$ cat src/rtl/mac_pkg.sv
// Shared types and constants for the MAC sequencing controller and its datapath.
package mac_pkg;
  localparam int MAC_LAT   = 3;
  localparam int DEF_WIDTH = 16;
  localparam int DRAIN_W   = $clog2(MAC_LAT + 1);

  typedef enum logic [2:0] {
    IDLE,
    CLEAR,
    STREAM,
    DRAIN,
    DONE
  } state_t;
endpackage

$ cat src/rtl/mac_seq_ctrl.sv
// Sequences one dot-product job through the pipelined mac: clear, stream, drain, hold result.
// Optional performance counters are enabled with `define MAC_SEQ_CTRL_PERF_EN.
module mac_seq_ctrl
  import mac_pkg::*;
#(
  parameter int WIDTH = DEF_WIDTH,
  parameter int LEN_W = 8
) (
  input  logic             clk,
  input  logic             rst,
`ifdef MAC_SEQ_CTRL_PERF_EN
  output logic [15:0]      stall_cnt,
  output logic [15:0]      job_cycles,
`endif
  input  logic             start,
  input  logic [LEN_W-1:0] len,
  output logic             busy,
  input  logic             in_valid,
  output logic             in_ready,
  input  logic [WIDTH-1:0] in_a,
  input  logic [WIDTH-1:0] in_b,
  output logic [WIDTH-1:0] mac_a,
  output logic [WIDTH-1:0] mac_b,
  output logic             mac_rstb,
  input  logic [WIDTH-1:0] mac_out,
  output logic             res_valid,
  input  logic             res_ready,
  output logic [WIDTH-1:0] res_data
);
  state_t             state;
  logic [LEN_W-1:0]   rem;
  logic [DRAIN_W-1:0] drain;
  logic               xfer;

  assign busy      = (state != IDLE);
  assign in_ready  = (state == STREAM);
  assign res_valid = (state == DONE);
  assign xfer      = (state == STREAM) && in_valid;

  // Bubbles and drain feed zero products so the accumulator is untouched.
  assign mac_a = xfer ? in_a : '0;
  assign mac_b = xfer ? in_b : '0;

  always_ff @(posedge clk) begin
    if (rst) begin
      state    <= IDLE;
      rem      <= '0;
      drain    <= '0;
      res_data <= '0;
      mac_rstb <= 1'b0;
    end else begin
      mac_rstb <= 1'b1;
      case (state)
        IDLE: begin
          if (start) begin
            rem      <= len;
            mac_rstb <= 1'b0;
            state    <= CLEAR;
          end
        end
        CLEAR: begin
          if (rem == '0) begin
            drain <= DRAIN_W'(MAC_LAT);
            state <= DRAIN;
          end else begin
            state <= STREAM;
          end
        end
        STREAM: begin
          if (in_valid) begin
            rem <= rem - 1'b1;
            if (rem == LEN_W'(1)) begin
              drain <= DRAIN_W'(MAC_LAT);
              state <= DRAIN;
            end
          end
        end
        DRAIN: begin
          drain <= drain - 1'b1;
          if (drain == DRAIN_W'(1)) begin
            res_data <= mac_out;
            state    <= DONE;
          end
        end
        DONE: begin
          if (res_ready) state <= IDLE;
        end
        default: state <= IDLE;
      endcase
    end
  end

`ifdef MAC_SEQ_CTRL_PERF_EN
  always_ff @(posedge clk) begin
    if (rst || (state == IDLE && start)) begin
      stall_cnt  <= '0;
      job_cycles <= '0;
    end else begin
      if ((state == CLEAR || state == STREAM || state == DRAIN) && job_cycles != '1)
        job_cycles <= job_cycles + 1'b1;
      if (state == STREAM && !in_valid && stall_cnt != '1)
        stall_cnt <= stall_cnt + 1'b1;
    end
  end
`endif
endmodule

$ cat config.mk
export PLATFORM = sky130hd
export DESIGN_NAME = mac_seq_ctrl
export DESIGN_NICKNAME = d
export VERILOG_FILES = /design/src/rtl/mac_pkg.sv /design/src/rtl/mac_seq_ctrl.sv
export SDC_FILE = /design/constraint.sdc
export NUM_CORES = 1
export LEC_CHECK = 0
export BUFFER_PORTS_ARGS = -buffer_cell sky130_fd_sc_hd__clkbuf_2
export CAP_MARGIN = 20
export CORE_MARGIN = 3
export CORE_UTILIZATION = 30
export CTS_CLUSTER_SIZE = 16
export DETAILED_ROUTE_END_ITERATION = 16
export HOLD_SLACK_MARGIN = 0.03
export MAX_ROUTING_LAYER = met4
export PLACE_DENSITY_LB_ADDON = 0.05
export SYNTH_ARGS = -nofsm -noshare
export SYNTH_HDL_FRONTEND = slang
export SYNTH_SLANG_ARGS = --single-unit
$ cat constraint.sdc
create_clock -name clk -period 2.4 [get_ports clk]
set_input_delay 0.48 -clock clk [delete_from_list [all_inputs] [get_ports clk]]
set_output_delay 0.48 -clock clk [all_outputs]
set_load 0.005 [all_outputs]
==> flow_summary.toml, run 1 <==
[outcome]
status = "complete, no violations"

[global_route]
via_count_of_the_first_global_routing_pass = 1638
globalRouteOverflowTotal = 0
grt_antenna_before_repair = 0
grt_start_max_net_pins = 48
grt_pass1_wl_mm = 7.64
groute.usage.overall_pct = 15.3

[critical_path]
critical_path_launch_point_type = "flip-flop"
critical_path.max_fanout = 47
critical_path.cell_chain = "or3b_1 > clkinv_4 > and3_1 > clkbuf_2"
worst_path_max_delay_cell = "dfxtp_1"
reg2reg_depth = 6
worst-setup-path-type = "flip-flop to primary output"
crit_path_max_incr_delay_ns = 0.49
worst-r2r-setup-slack_ns = 0.59
critical_path.reg2reg.startpoint = "rem[0]"
data_arrival_time_of_the_critical_path_ns = 1.78
cp_data_required_time_ns = 1.92
worstSetupEndpointType = "primary output"
critical_path.reg2reg.endpoint = "rem[6]"

[cts]
cts-hold-fix-buffers = 0
clkSinkCount = 30
ctsLongestPathBuffers = 2
tritoncts = "built"
cts.reportedPaths.clkPinSlew_ns = 0.06
buffers_inserted_by_post_cts_timing_repair = 0
clk_latency_ns = 0.27
cts_max_level = 2
cts_buffers = 5
post_cts_resize_count = 0
cts-root-buf = "clkbuf_8"

[synthesis]
synthesis.nets = 279
synth.yosys.warnings = 0
synth-main-ff-cell = "dfxtp_1"
netlist.area_leader.share_pct = 36.4
synth_enable_flop_cells = 0
synthTopCellsByCount = "42 x nand2_1, 32 x and3_1, 30 x dfxtp_1"
ranking_of_synthesized_cells_by_area = "dfxtp_1 36%, and3_1 12%, nand2_1 9.5%"
synthesis.area_per_instance_um2 = 7.72
synthMostInstantiatedCell = "nand2_1"
sequential_share_of_the_synthesized_area_pct = 36.4
synth_async_sr_flop_share_pct = 0
syn-cell-area_um2 = 1650
synth_seq_cells = 30
synth_cell_types = 41
yosys.area.top_type = "dfxtp_1"
syn-instance-count = 214

[sta]
grt_setup_unrepaired = "false"
slew_viol_final = 0
max_freq_mhz = 443
fin_ws_ns = 0.144
finClkSkew_ns = 0.00295
timing_hold_violations_final = 0
fin_tns_setup_ns = 0
final_period_minus_worst_setup_slack_ns = 2.26
finalSetupViolations = 0
worst_pin_slew_ns = 0.577
timing.max_slew.rel_slack_pct = 61.5
finalCritPeriodShare_pct = 94.0
hold_slack_ns = 0.422

[min_path]
hp-class = "input port to flip-flop"
hold_path_startpoint = "mac_out[11]"
worst_hold_path.num_cells = 3
min_to = "res_data[11]"

[power_and_ir_drop]
internal_power_uw = 925
vdd_ir_drop_max_mv = 0.283
comb_power_share_pct = 30.5
netSwitchingFraction_pct = 33.1
seq_power_share_pct = 42.7
power-per-cell-area_nw_per_um2 = 602
switching_power_uw = 459
power_leakage_nw = 1.20
clock_power_share_pct = 26.8

[finish]
post-route-util_pct = 44.2
num-nets-final = 384
regArea_um2 = 601
num-fill-cells = 576
syn2layout_area_growth_pct = 39.3
count_of_inserted_antenna_diode_cells = 0
drive_above_1_share_pct = 40.8
multiInputGateArea_um2 = 916

[die]
start_util_pct = 31.7
fp.dieH_um = 80.2
die_area_um2 = 6430
area_inside_the_core_boundary_um2 = 5200
number_of_i_o_pins = 113
die_w_um = 80.2
num_rows = 26

[route]
detail_route.vias_per_cell = 4.65
post_route_ant_nets = 0
wl_per_cell_um = 12.6
vias = 1809
drt_total_wl_mm = 4.90
first_iter_violations = 45
drc = 0
first_pass_iters = 4

[place]
post-dp-hpwl_mm = 3.77
port-buffer-count = 112
worst_setup_slack_before_clock_tree_synthesis_ns = 0.444
gp_routability_congestion = 0.810

[run]
count_of_maximum_capacitance_violations = 0
==> cells by family after synthesis <==
kind of cell | after synthesis | synth area share (%)
multiplexers | 1 | 0.682
AND/OR/NAND/NOR | 103 | 31.7
AO/OA/AOI/OAI | 52 | 20.1
flip-flops | 30 | 36.4
adder cells (fa/ha/maj) | 4 | 3.03
buffers and inverters | 24 | 8.18
==> placed cells by master, fill, tap and decap left out, types with 2 or more instances in the layout <==
cell	instances
clkbuf_2	112
a31oi_1	5
ha_1	4
nand3_1	3
o21ai_0	5
a21o_1	2
inv_1	5
nand4_1	4
o21ai_1	2
a211oi_2	2
o21a_1	2
o31ai_1	2
clkinv_2	2
nor3_1	4
nor2_1	7
nor3b_1	2
clkbuf_8	5
or3b_1	2
nand2_1	42
nand2b_1	2
and2_1	2
buf_4	4
and3_1	32
a21oi_1	23
dfxtp_1	30
==> stage by stage <==
stage | area (um^2) | instances | power, mW
3_5_place_dp | 2220 | 382 | 1.02
3_3_place_gp | 2220 | 382 | 1.02
6_report | 2300 | 389 | 1.38
2_1_floorplan | 1650 | 214 | 0.895
4_1_cts | 2300 | 389 | 1.41
5_1_grt | 2300 | 389 | 1.49
==> worst max-delay path, delay by kind of cell (launching register included) <==
| kind | cells | cell delay (ns) |
|---|---|---|
| simple gates | 2 | 0.65 |
| flops | 1 | 0.49 |
| buf+inv | 2 | 0.35 |
==> routing by layer <==
| metal | routed length, um | part of all wire (%) | GRT usage [%] |
|---|---|---|---|
| met4 | 23 | 0.47 | 4.90 |
| met1 | 2190 | 45 | 18.8 |
| met5 | 0 | 0 | - |
| met2 | 2480 | 51 | 24.5 |
| met3 | 204 | 4.2 | 3.81 |
==> final cells by class <==
class                   instances  area share, %
inverters                       6           1.20
well taps                      70           3.81
clock inverters                 2          0.435
multi-input cells             160           39.8
repair buffers                116           25.7
flip-flops and latches         30           26.1
clock buffers                   5           2.99
==> registers in the layout (all words and copies together), names as in the netlist <==
signal / flops
res_data: 16
rem: 8
drain: 2
state: 3
mac_rstb: 1
==> worst max-delay path by stage <==
stage	from	end	slack, ns	cells after the start
3_3_place_gp	state[1]	mac_a[4]	0.47	4
5_1_grt	state[1]	mac_a[7]	0.04	4
4_1_cts	state[1]	mac_b[1]	0.15	4
3_5_place_dp	state[1]	mac_b[1]	0.44	4
6_report	state[1]	mac_b[14]	0.14	4
2_1_floorplan	state[1]	mac_a[10]	0.53	7
==> power by group through the flow <==
| stage | sequential (mW) | combinational (mW) | clock [mW] |
|---|---|---|---|
| after floorplan | 0.579 | 0.316 | 0 |
| final | 0.591 | 0.423 | 0.371 |
| after global routing | 0.601 | 0.475 | 0.416 |
| after global placement | 0.601 | 0.424 | 0 |
| after detailed placement | 0.602 | 0.423 | 0 |
| after CTS | 0.591 | 0.426 | 0.392 |
Note: power is estimated with default switching activity, not from simulation.
==> run 2: changes to the inputs <==
--- a/config.mk
+++ b/config.mk
@@ -7,6 +7,7 @@
 export LEC_CHECK = 0
 export BUFFER_PORTS_ARGS = -buffer_cell sky130_fd_sc_hd__clkbuf_2
 export CAP_MARGIN = 20
+export CORE_ASPECT_RATIO = 1.4
 export CORE_MARGIN = 3
 export CORE_UTILIZATION = 30
 export CTS_CLUSTER_SIZE = 16
==> run 2 against run 1 <==
  * Critical path type unchanged
  * Cell area is 0.54% higher
  * Fmax rose by 4.4%
  * Critical path depth unchanged
  * Worst hold slack worse by 0.0081 ns
  * Final cell count shrank 0.77%
  * Global-route usage decreased by 0.11 points
  * Via count rose by 6.3%
  * Register-to-register slack better by 0.02 ns
  * Clock-buffer cell count up 1
==> flow_summary.toml, run 2 (synthesis results as in run 1) <==
[critical_path]
critical_path_launch_point_type = "flip-flop"
worst-r2r-setup-slack_ns = 0.61
worst-setup-path-type = "flip-flop to primary output"
data_arrival_time_of_the_critical_path_ns = 1.68
cp_data_required_time_ns = 1.92
critical_path.max_fanout = 47
worstSetupEndpointType = "primary output"

[global_route]
groute.usage.overall_pct = 15.2
via_count_of_the_first_global_routing_pass = 1701
grt_start_max_net_pins = 48
grt_pass1_wl_mm = 7.33
grt_antenna_before_repair = 0
globalRouteOverflowTotal = 0

[place]
post-dp-hpwl_mm = 3.69
port-buffer-count = 112
worst_setup_slack_before_clock_tree_synthesis_ns = 0.444
gp_routability_congestion = 0.705

[cts]
cts-root-buf = "clkbuf_8"
clk_latency_ns = 0.28
ctsLongestPathBuffers = 2
cts_buffers = 5
cts.reportedPaths.clkPinSlew_ns = 0.07
tritoncts = "built"
cts-hold-fix-buffers = 0
cts_max_level = 2
clkSinkCount = 30

[die]
number_of_i_o_pins = 113
area_inside_the_core_boundary_um2 = 5240
die_area_um2 = 6440
die_w_um = 68.7
fp.dieH_um = 93.8
start_util_pct = 31.5
num_rows = 31

[sta]
fin_tns_setup_ns = 0
final_period_minus_worst_setup_slack_ns = 2.16
slew_viol_final = 0
grt_setup_unrepaired = "false"
finalCritPeriodShare_pct = 90.0
timing.max_slew.rel_slack_pct = 62.5
worst_pin_slew_ns = 0.562
max_freq_mhz = 463
finalSetupViolations = 0
finClkSkew_ns = 0.00453
fin_ws_ns = 0.240
timing_hold_violations_final = 0

[power_and_ir_drop]
report.power.total_mw = 1.44
power-per-cell-area_nw_per_um2 = 623
vdd_ir_drop_max_mv = 0.416
power_leakage_nw = 1.20

[finish]
max_ffs_per_register = 16
count_of_inserted_antenna_diode_cells = 0
layout_top_registers = "res_data: 16 flops, rem: 8 flops, state: 3 flops"
commonest_cells_after_routing_fill_and_taps_aside = "112 x clkbuf_2, 42 x nand2_1, 32 x and3_1, 29 x dfxtp_1, 23 x a21oi_1"
num-nets-final = 384
syn2layout_area_growth_pct = 40.1
mostFrequentLayoutCell = "clkbuf_2"
largest_register = "res_data"
drive_above_1_share_pct = 41.3

[route]
first_pass_iters = 4
vias = 1923
drt_total_wl_mm = 4.78
first_iter_violations = 43
detail_route.vias_per_cell = 4.98
drc = 0
post_route_ant_nets = 0
wl_per_cell_um = 12.4

[outcome]
status = "complete, no violations"

[min_path]
hp-class = "input port to flip-flop"

[run]
count_of_maximum_capacitance_violations = 0
## run 2: layout make-up
| class | count | area, um^2 |
|---|---|---|
| Fill cell | 549 | 2920 |
| Multi-Input combinational cell | 160 | 916 |
| Sequential cell | 30 | 602 |
| Timing Repair Buffer | 116 | 591 |
| Clock buffer | 6 | 82.6 |
| Tap cell | 66 | 82.6 |
| Inverter | 6 | 27.5 |
| Clock inverter | 2 | 12.5 |
## run 2: critical path: stages (launching register included)
cell and delay (ns):
dfxtp_2 0.42, or3b_1 0.43, clkinv_4 0.23, and3_1 0.20
clkbuf_2 0.11
## run 2: path summary, 6_finish.rpt
path | startpoint | end | depth (start not counted)
worst max-delay path | state[1] | mac_b[10] | 4
worst min-delay path | mac_out[2] | res_data[2] | 3
worst max register to register | rem[0] | rem[6] | 6
worst min register to register | res_data[2] | res_data[2] | 2
## run 2: through the flow
| stage | utilization (%) | area, um^2 | std cells | hold slack [ns] |
|---|---|---|---|---|
| after detailed placement | 42.3 | 2220 | 378 | 0.445 |
| final | 44.2 | 2310 | 386 | 0.414 |
| after floorplan | - | 1650 | 214 | 0.441 |
| after CTS | 44.2 | 2310 | 386 | 0.401 |
| after global placement | 42.3 | 2220 | 378 | 0.442 |
| after global routing | 44.2 | 2310 | 386 | 0.412 |
## run 2: what timing repair did
| action | 4_1_cts | 5_1_grt |
|---|---|---|
| resized for setup | 0 | 1 |
| setup buffers | 0 | 0 |
| endpoints found under the setup margin | 0 | 1 |
| hold endpoints to repair | 0 | 0 |
## run 2: where the power goes
| part | leakage [nW] | internal [mW] | switching (mW) |
|---|---|---|---|
| combinational | 0.912 | 0.191 | 0.229 |
| clock | 0.0472 | 0.230 | 0.200 |
| sequential | 0.245 | 0.541 | 0.0493 |
## run 2: routing by layer
layer	track usage, %	up-vias	wire, um
met1	15.2	854	1750
met4	5.85	0	72
met3	2.99	6	572
li1	-	957	-
met5	-	-	0
met2	27.7	106	2380
==> run 3: changes to the inputs <==
--- a/config.mk
+++ b/config.mk
@@ -7,9 +7,11 @@
 export LEC_CHECK = 0
 export BUFFER_PORTS_ARGS = -buffer_cell sky130_fd_sc_hd__clkbuf_2
 export CAP_MARGIN = 20
+export CELL_PAD_IN_SITES_DETAIL_PLACEMENT = 2
+export CELL_PAD_IN_SITES_GLOBAL_PLACEMENT = 2
 export CORE_ASPECT_RATIO = 1.4
 export CORE_MARGIN = 3
-export CORE_UTILIZATION = 30
+export CORE_UTILIZATION = 21
 export CTS_CLUSTER_SIZE = 16
 export DETAILED_ROUTE_END_ITERATION = 16
 export HOLD_SLACK_MARGIN = 0.03
==> run 3 against run 2 <==
  * First-iteration DRC count up 93%
  * Utilization down 12 points
  * Non-clock buffer count up 2
  * Final cell count up 8.5%
  * Largest cell class unchanged
==> flow_summary.toml, run 3 (synthesis results as in run 1) <==
[outcome]
status = "complete, no violations"

[finish]
regArea_um2 = 601
mostFrequentLayoutCell = "clkbuf_2"
num-fill-cells = 934
layout_top_registers = "res_data: 16 flops, rem: 8 flops, state: 3 flops"
multiInputGateArea_um2 = 916
commonest_cells_after_routing_fill_and_taps_aside = "112 x clkbuf_2, 42 x nand2_1, 32 x and3_1, 30 x dfxtp_1, 23 x a21oi_1"
count_of_inserted_antenna_diode_cells = 0
max_ffs_per_register = 16
largest_register = "res_data"
syn2layout_area_growth_pct = 44.2
drive_above_1_share_pct = 41.0
num-nets-final = 386

[die]
die_area_um2 = 8980
fp.dieH_um = 111
num_rows = 37
start_util_pct = 22.0
die_w_um = 81.0
number_of_i_o_pins = 113
area_inside_the_core_boundary_um2 = 7500

[sta]
timing_hold_violations_final = 0
finalCritPeriodShare_pct = 91.5
grt_setup_unrepaired = "false"
fin_ws_ns = 0.204
final_period_minus_worst_setup_slack_ns = 2.20
worst_pin_slew_ns = 0.613
finalSetupViolations = 0
max_freq_mhz = 455
finClkSkew_ns = 0.00438
fin_tns_setup_ns = 0
slew_viol_final = 0
timing.max_slew.rel_slack_pct = 59.1

[route]
drt_total_wl_mm = 6.69
wl_per_cell_um = 16.0
drc = 0
post_route_ant_nets = 0
detail_route.vias_per_cell = 4.64
vias = 1945
first_iter_violations = 83
first_pass_iters = 4

[critical_path]
worstSetupStartpoint = "state[2]"
critical_path.max_fanout = 47
worst-setup-path-type = "flip-flop to primary output"
cp_data_required_time_ns = 1.92
data_arrival_time_of_the_critical_path_ns = 1.72
worstSetupEndpointType = "primary output"
critical_path.reg2reg.startpoint = "rem[0]"
critical_path_launch_point_type = "flip-flop"

[place]
port-buffer-count = 112
worst_setup_slack_before_clock_tree_synthesis_ns = 0.525
post-dp-hpwl_mm = 5.08
gp_routability_congestion = 0.738

[global_route]
groute.usage.overall_pct = 15.5
globalRouteOverflowTotal = 0
via_count_of_the_first_global_routing_pass = 2034
grt_pass1_wl_mm = 10.5
grt_start_max_net_pins = 48
grt_antenna_before_repair = 0

[cts]
ctsLongestPathBuffers = 2
clkSinkCount = 30
clk_latency_ns = 0.28
cts.reportedPaths.clkPinSlew_ns = 0.07
tritoncts = "built"
buffers_inserted_by_post_cts_timing_repair = 0
cts_max_level = 2
cts-root-buf = "clkbuf_8"
cts-hold-fix-buffers = 0
post_cts_resize_count = 0
cts_buffers = 5

[power_and_ir_drop]
power-per-cell-area_nw_per_um2 = 660
power_leakage_nw = 1.22
vdd_ir_drop_max_mv = 0.259

[run]
count_of_maximum_capacitance_violations = 0

[min_path]
hold_path_startpoint = "mac_out[5]"
hp-class = "input port to flip-flop"
run 3: cell types whose count changed in the layout (fill, tap and decap cells not counted):
cell	delta
clkinv_2	-1
clkbuf_1	+1
dfxtp_1	+1
dfxtp_2	-1
clkbuf_8	-1
buf_4	+2
bufinv_16	+1
run 3: layer usage:
layer | global-route usage (%) | vias to the layer above | wire [um] | share of wire (%)
li1 | - | 967 | - | -
met3 | 3.17 | 6 | 299 | 4.5
met1 | 16.1 | 916 | 2540 | 38
met4 | 4.62 | 0 | 106 | 1.6
met2 | 28.4 | 56 | 3740 | 56
met5 | - | - | 0 | 0
run 3: worst max-delay path, stage by stage (launching register included):
cell and delay, ns:
dfxtp_1 0.37, or3b_1 0.45, clkinv_4 0.27, and3_1 0.21, clkbuf_2 0.12
run 3: final cells by class:
class,instances,area share (%)
multi-input combinational,160,38.5
timing repair buffer,118,25.4
sequential,30,25.2
tap,97,5.10
clock buffer,6,3.05
clock inverter,2,1.58
inverter,6,1.16
run 3: worst paths after layout:
path                 endpoint  slack [ns]  cells after the start
hold / removal    res_data[5]        0.41                      3
hold reg to reg   res_data[5]        0.46                      2
setup reg to reg       rem[6]        0.56                      6
setup / recovery     mac_b[1]        0.20                      4
run 3: power breakdown:
| group | internal [mW] | switching [mW] |
|---|---|---|
| Sequential | 0.540 | 0.0396 |
| Clock | 0.310 | 0.209 |
| Combinational | 0.201 | 0.272 |
run 3: metrics by stage:
stage	std cells	power [mW]	utilization, %	cell area (um^2)	hold slack [ns]
after floorplan	214	0.895	-	1650	0.441
after CTS	419	1.60	31.7	2380	0.400
final	419	1.57	31.7	2380	0.412
after global placement	411	1.06	30.3	2270	0.442
after global routing	419	1.69	31.7	2380	0.414
after detailed placement	411	1.07	30.3	2270	0.450
